$ cat config.mk
export PLATFORM = sky130hd
export DESIGN_NAME = printf_line_buf
export DESIGN_NICKNAME = d
export VERILOG_FILES = /design/src/rtl/printf_pkg.sv /design/src/rtl/line_fifo.sv /design/src/rtl/printf_line_buf.sv
export SDC_FILE = /design/constraint.sdc
export NUM_CORES = 2
export LEC_CHECK = 0
export ABC_CLOCK_PERIOD_IN_PS = 20600
export BUFFER_PORTS_ARGS = -buffer_cell sky130_fd_sc_hd__buf_2
export CELL_PAD_IN_SITES_DETAIL_PLACEMENT = 1
export CELL_PAD_IN_SITES_GLOBAL_PLACEMENT = 1
export CORE_MARGIN = 1
export CORE_UTILIZATION = 45
export CTS_CLUSTER_SIZE = 16
export DETAILED_ROUTE_END_ITERATION = 10
export HOLD_SLACK_MARGIN = 0.05
export PLACE_DENSITY = 0.82
export SLEW_MARGIN = 40
export SYNTH_ARGS = -nofsm -noshare
export SYNTH_HDL_FRONTEND = slang
export SYNTH_SLANG_ARGS = --single-unit
$ cat constraint.sdc
create_clock -name clk -period 20.6 [get_ports clk]
set_input_delay 5.15 -clock clk [delete_from_list [all_inputs] [get_ports clk]]
set_output_delay 5.15 -clock clk [all_outputs]
set_load 0.01 [all_outputs]
$ cat src/rtl/printf_pkg.sv
// Shared constants and types for the printf line buffer: terminator bytes,
// per-channel state encoding and overflow-mode selectors.
package printf_pkg;

  localparam logic [7:0] ASCII_LF = 8'h0A;
  localparam logic [7:0] ASCII_CR = 8'h0D;

  localparam int OVF_TRUNC = 0;
  localparam int OVF_WRAP  = 1;

  typedef enum logic {
    FILL = 1'b0,
    PEND = 1'b1
  } ch_state_e;

  function automatic logic is_term(input logic [7:0] b);
    return (b == ASCII_LF) || (b == ASCII_CR);
  endfunction

endpackage

$ cat src/rtl/line_fifo.sv
// Generic synchronous first-word-fall-through FIFO; head entry is visible on
// dout whenever empty is low.
module line_fifo #(
  parameter int WIDTH = 8,
  parameter int DEPTH = 4
) (
  input  logic             clk,
  input  logic             rst,
  input  logic             push,
  input  logic [WIDTH-1:0] din,
  input  logic             pop,
  output logic [WIDTH-1:0] dout,
  output logic             empty,
  output logic             full
);

  localparam int AW = (DEPTH > 1) ? $clog2(DEPTH) : 1;

  logic [WIDTH-1:0] mem [DEPTH];
  logic [AW-1:0]    wr_ptr_q, wr_ptr_d;
  logic [AW-1:0]    rd_ptr_q, rd_ptr_d;
  logic [AW:0]      count_q, count_d;
  logic             do_push, do_pop;

  assign empty   = (count_q == '0);
  assign full    = (count_q == (AW+1)'(DEPTH));
  assign do_pop  = pop & ~empty;
  // When full, a write may still land in the slot being vacated by the pop.
  assign do_push = push & (~full | do_pop);
  assign dout    = mem[rd_ptr_q];

  always_comb begin
    wr_ptr_d = do_push ? wr_ptr_q + AW'(1) : wr_ptr_q;
    rd_ptr_d = do_pop  ? rd_ptr_q + AW'(1) : rd_ptr_q;
    count_d  = count_q;
    case ({do_push, do_pop})
      2'b10:   count_d = count_q + (AW+1)'(1);
      2'b01:   count_d = count_q - (AW+1)'(1);
      default: count_d = count_q;
    endcase
  end

  always_ff @(posedge clk) begin
    if (rst) begin
      wr_ptr_q <= '0;
      rd_ptr_q <= '0;
      count_q  <= '0;
    end else begin
      wr_ptr_q <= wr_ptr_d;
      rd_ptr_q <= rd_ptr_d;
      count_q  <= count_d;
    end
  end

  always_ff @(posedge clk) begin
    if (do_push) mem[wr_ptr_q] <= din;
  end

endmodule

$ cat src/rtl/printf_line_buf.sv
// Collects per-channel printf characters into line buffers and hands completed
// lines, round-robin across channels, to a shared FWFT line queue.
module printf_line_buf
  import printf_pkg::*;
#(
  parameter int LINE_LEN   = 64,
  parameter int CH_NUM     = 2,
  parameter int LINE_DEPTH = 4,
  parameter int OVF_MODE   = 0
) (
  input  logic                                     clk,
  input  logic                                     rst,
  input  logic [CH_NUM-1:0]                        ch_valid,
  input  logic [CH_NUM*8-1:0]                      ch_data,
  output logic [CH_NUM-1:0]                        ch_ready,
  output logic                                     line_valid,
  input  logic                                     line_ready,
  output logic [LINE_LEN*8-1:0]                    line_data,
  output logic [$clog2(LINE_LEN+1)-1:0]            line_len,
  output logic [((CH_NUM > 1) ? $clog2(CH_NUM) : 1)-1:0] line_ch,
  output logic                                     line_trunc
);

  localparam int LW = $clog2(LINE_LEN + 1);
  localparam int CW = (CH_NUM > 1) ? $clog2(CH_NUM) : 1;
  localparam int DW = LINE_LEN * 8;
  localparam int EW = DW + LW + CW + 1;

  logic [CH_NUM-1:0] pend, gnt, trunc_vec;
  logic [DW-1:0]     buf_arr [CH_NUM];
  logic [LW-1:0]     len_arr [CH_NUM];

  for (genvar gi = 0; gi < CH_NUM; gi++) begin : gen_ch
    ch_state_e     state_q, state_d;
    logic [LW-1:0] len_q, len_d;
    logic [DW-1:0] buf_q, buf_d;
    logic          trunc_q, trunc_d;
    logic [7:0]    ch_byte;

    assign ch_byte = ch_data[gi*8 +: 8];

    always_comb begin
      state_d = state_q;
      len_d   = len_q;
      buf_d   = buf_q;
      trunc_d = trunc_q;
      if (state_q == PEND) begin
        if (gnt[gi]) begin
          state_d = FILL;
          len_d   = '0;
          buf_d   = '0;
          trunc_d = 1'b0;
        end
      end else if (ch_valid[gi]) begin
        if (is_term(ch_byte)) begin
          if (len_q != '0) state_d = PEND;
        end else if (len_q == LW'(LINE_LEN)) begin
          trunc_d = (OVF_MODE == OVF_TRUNC);
        end else begin
          // First character lands in the most-significant byte.
          for (int p = 0; p < LINE_LEN; p++) begin
            if (len_q == LW'(p)) buf_d[(LINE_LEN-1-p)*8 +: 8] = ch_byte;
          end
          len_d = len_q + LW'(1);
          if ((OVF_MODE == OVF_WRAP) && (len_q == LW'(LINE_LEN - 1))) state_d = PEND;
        end
      end
    end

    always_ff @(posedge clk) begin
      if (rst) begin
        state_q <= FILL;
        len_q   <= '0;
        buf_q   <= '0;
        trunc_q <= 1'b0;
      end else begin
        state_q <= state_d;
        len_q   <= len_d;
        buf_q   <= buf_d;
        trunc_q <= trunc_d;
      end
    end

    assign ch_ready[gi]  = (state_q == FILL);
    assign pend[gi]      = (state_q == PEND);
    assign buf_arr[gi]   = buf_q;
    assign len_arr[gi]   = len_q;
    assign trunc_vec[gi] = trunc_q;
  end

  logic [CW-1:0] rr_q, rr_d, sel_idx;
  logic          found, push, pop, fifo_empty, fifo_full;
  logic [DW-1:0] push_buf;
  logic [LW-1:0] push_len;
  logic          push_trunc;
  logic [EW-1:0] fifo_din, fifo_dout;

  // Scan channels starting from the round-robin pointer; first PEND one wins.
  always_comb begin
    found   = 1'b0;
    sel_idx = '0;
    for (int i = 0; i < CH_NUM; i++) begin
      for (int j = 0; j < CH_NUM; j++) begin
        if (!found && pend[j] && (j == (int'(rr_q) + i) % CH_NUM)) begin
          found   = 1'b1;
          sel_idx = CW'(j);
        end
      end
    end
  end

  assign pop  = line_valid & line_ready;
  assign push = found & (~fifo_full | pop);

  always_comb begin
    gnt        = '0;
    push_buf   = '0;
    push_len   = '0;
    push_trunc = 1'b0;
    for (int j = 0; j < CH_NUM; j++) begin
      if (sel_idx == CW'(j)) begin
        gnt[j]     = push;
        push_buf   = buf_arr[j];
        push_len   = len_arr[j];
        push_trunc = trunc_vec[j];
      end
    end
    rr_d = push ? CW'((int'(sel_idx) + 1) % CH_NUM) : rr_q;
  end

  always_ff @(posedge clk) begin
    if (rst) rr_q <= '0;
    else     rr_q <= rr_d;
  end

  assign fifo_din = {push_buf, push_len, sel_idx, push_trunc};

  line_fifo #(
    .WIDTH(EW),
    .DEPTH(LINE_DEPTH)
  ) u_line_fifo (
    .clk  (clk),
    .rst  (rst),
    .push (push),
    .din  (fifo_din),
    .pop  (pop),
    .dout (fifo_dout),
    .empty(fifo_empty),
    .full (fifo_full)
  );

  assign line_valid = ~fifo_empty;
  assign line_data  = line_valid ? fifo_dout[EW-1 -: DW]      : '0;
  assign line_len   = line_valid ? fifo_dout[CW+1 +: LW]      : '0;
  assign line_ch    = line_valid ? fifo_dout[1 +: CW]         : '0;
  assign line_trunc = line_valid ? fifo_dout[0]               : 1'b0;

endmodule

==> impl_metrics.toml <==
[outcome]
status = "finished, final reports clean"

[power_and_ir_drop]
switching_share_pct = 21.4
irDropWorstVdd_v = 0.0000900
p_leak_nw = 50.5
p_int_mw = 10.0
p_comb_share_pct = 1.7
p_sw_mw = 2.73
seq_power_share_pct = 52.1
clkPwrFrac_pct = 46.2
p_per_area_mw_per_mm2 = 92.3

[timing]
slew_violations = 0
rsz0062_at_grt = "no"
skew_ps = 62.0
period_share_pct = 47.6
tns_ps = 0
period_minus_slack_ps = 9800
tightest_slew_ps = 944
relSlewSlack_pct = 37.1
setup_viol = 0
fmax_mhz = 102
hold_viol_final = 0

[clock_network]
cts.clk_slew.worst_paths_ps = 60
numCtsBuffers = 325
cts_root_buf = "clkbuf_16"
clock-sinks = 3136
clk_path_buf_depth = 4
htreeDepth = 5
cts_setup_buffers = 0
cts_hold_buf = 0
cts-resized-gates = 0
cts_tree = "yes"
clk_latency_ps = 900

[cells_and_area]
fill_cells = 25900
mostFrequentLayoutCell = "edfxtp_1"
final_cell_mix = "2084 x edfxtp_1, 1593 x nand2_1, 1049 x dfxtp_1, 570 x o21ai_0, 560 x nand3_1"
final_area_sq_mm = 0.138
seqCellArea_sq_mm = 0.0837
drive_gt1_share_pct = 21.1
layout.nets = 9026
multi_input_area_sq_mm = 0.0347
area_delta_synth_final_pct = 14.5
fin_util_pct = 51.9

[global_route]
gr-total-overflow = 0
grt_pass1_wl_um = 565000
grt.total_usage_pct = 28.5
grt_max_degree = 147
grt_antenna_before_repair = 49
grt_pass1_vias = 81300

[setup_path]
cp-end-kind = "output port"
r2r_setup_slack_ps = 15450
cp-start-kind = "register"
crit_path_max_fanout = 125
r2r_end = "u_line_fifo.mem[2][506]$_DFFE_PP_"
ff2ff_path_depth = 7
r2r_start = "gen_ch[0].state_q$_SDFF_PP0_"
worst-setup-path-type = "reg2out"
worstPathRequired_ps = 15450
worst_ep_arrival_time_ps = 4650

[placed_design]
dp_hpwl_um = 239000
place.gp.congestion = 0.820
placed_area_sq_mm = 0.127
port_buffers = 544

[synth]
yosysUniqueCellTypes = 61
synthSimpleGateAreaFrac_pct = 11.7
syn-cell-area_sq_mm = 0.121
ys_ff_latch = 3136
muxShareOfSynthArea_pct = 9.74
synthCells = 8621
ys_seq_area_share_pct = 69.4
synth_ff_type = "edfxtp_1"
synth_area_per_cell_sq_um = 14.0
synthXorXnorAreaFrac_pct = 0.109
synth_fa_ha_area_share_pct = 0.151
synth_edf_count = 2084
yosys_warnings = 0
synth-compound-area-share_pct = 6.70
synth_top_family_by_area = "simple AND/OR/NAND/NOR gates"
async_flop_share_pct = 0
synth_fp_nets = 8656

[route]
routed_wl_um = 393000
drc_errors = 0
drt_iter0_drc = 8736
ant_nets = 0
vias = 78500
dr.pass1.iters = 6
drt-vias-per-instance = 6.13
wl_per_cell_um = 30.7

[floorplan]
die_h_um = 520
ios = 545
core_region_area_sq_mm = 0.266
rows = 189
die-area_sq_mm = 0.270
initial_core_util_pct = 45.4
fp.dieW_um = 520

[job]
max_cap_violations = 0

[worst_hold_path]
hold_path_depth = 1
worstHoldStart = "gen_ch[0].buf_q[160]$_SDFFE_PP0P_"
hold_end = "gen_ch[0].buf_q[160]$_SDFFE_PP0P_"
hold_path.class = "reg2reg"
-- sequential cells by signal, indices dropped and copies added (netlist names), named ones only --
name,count
u_line_fifo.mem,2084
rr_q,1
gen_ch.trunc_q,2
gen_ch.len_q,14
gen_ch.buf_q,1024
u_line_fifo.rd_ptr_q,2
u_line_fifo.wr_ptr_q,2
gen_ch.state_q,2
u_line_fifo.count_q,3
-- how the worst max path moves through the flow --
stage                from                           endpoint  slack (ps)  depth (start not counted)
2_1_floorplan  line_ready    u_line_fifo.mem[1][0]$_DFFE_PP_        2090                          4
3_3_place_gp   line_ready  u_line_fifo.mem[2][512]$_DFFE_PP_       10630                          7
3_5_place_dp   line_ready  u_line_fifo.mem[2][161]$_DFFE_PP_       10900                          8
4_1_cts          register                     line_data[160]       10530                          7
5_1_grt          register                     line_data[439]       10480                          7
6_report         register                     line_data[148]       10800                          7
-- layer usage --
layer	track usage, %	part of all wire, %	vias up	wire (um)
met1	36.3	38	40700	150000
met2	46.6	48	4210	189000
met3	5.93	8.8	939	34400
li1	-	-	32600	-
met4	13.7	4.9	10	19300
met5	0	0.018	-	69
-- kinds of logic (layout without fill, tap and decap cells) --
group	after synthesis	in the layout
flip-flops	3136	3136
AND/OR/NAND/NOR	3081	3081
AO/OA/AOI/OAI	1181	1181
buffers and inverters	672	1311
multiplexers	522	522
XOR/XNOR	15	15
adder cells (fa/ha/maj)	14	14
other	0	16
-- power by group through the flow --
stage	logic [mW]	registers, mW	clock network [mW]
after global routing	0.222	6.64	6.14
after detailed placement	0.212	6.78	0
after global placement	0.202	6.78	0
final	0.220	6.64	5.88
after floorplan	0.104	6.78	0
after CTS	0.213	6.64	5.93
-- critical path, cell delays in order (launching register included) --
cell,delay (ps)
dfxtp_4,650
buf_6,630
buf_12,600
buf_6,400
buf_16,310
mux4_2,380
and2_1,230
buf_2,160
-- metrics by stage --
step	instances	setup WS [ps]	hold slack, ps	power, mW
after detailed placement	12200	10900	446	6.99
after CTS	12800	10530	465	12.8
after global placement	12200	10630	435	6.98
after floorplan	8621	2090	426	6.88
final	12800	10800	464	12.7
after global routing	12800	10480	480	13.0
-- Yosys cell counts, drive strengths merged (10+ instances only) --
| cell | number | area [sq um] |
|---|---|---|
| nor2 | 219 | 822 |
| mux4 | 521 | 11700 |
| a31o | 156 | 1370 |
| o21ai | 593 | 3160 |
| a21oi | 36 | 188 |
| ha | 13 | 163 |
| edfxtp | 2084 | 62600 |
| inv | 36 | 135 |
| and3 | 14 | 87.6 |
| o2bb2ai | 231 | 2020 |
| nand3 | 570 | 2850 |
| and2 | 542 | 3390 |
| buf | 219 | 1020 |
| a32o | 30 | 300 |
| a22o | 33 | 289 |
| a31oi | 10 | 62.6 |
| nand3b | 14 | 105 |
| nand4 | 38 | 238 |
| o211ai | 67 | 503 |
| nand2b | 12 | 75.1 |
| clkbuf | 417 | 1570 |
| nand2 | 1618 | 6110 |
| nor3b | 13 | 113 |
| dfxtp | 1052 | 21100 |
-- layout make-up --
| cell class | instances | share of cell area (%) |
|---|---|---|
| Clock inverter | 136 | 1.06 |
| Inverter | 36 | 0.107 |
| Antenna cell | 16 | 0.0290 |
| Clock buffer | 460 | 6.59 |
| Tap cell | 3533 | 3.20 |
| Sequential cell | 3136 | 60.6 |
| Multi-Input combinational cell | 4813 | 25.1 |
| Timing Repair Buffer | 679 | 3.29 |
(Power assumes the default switching activity.)
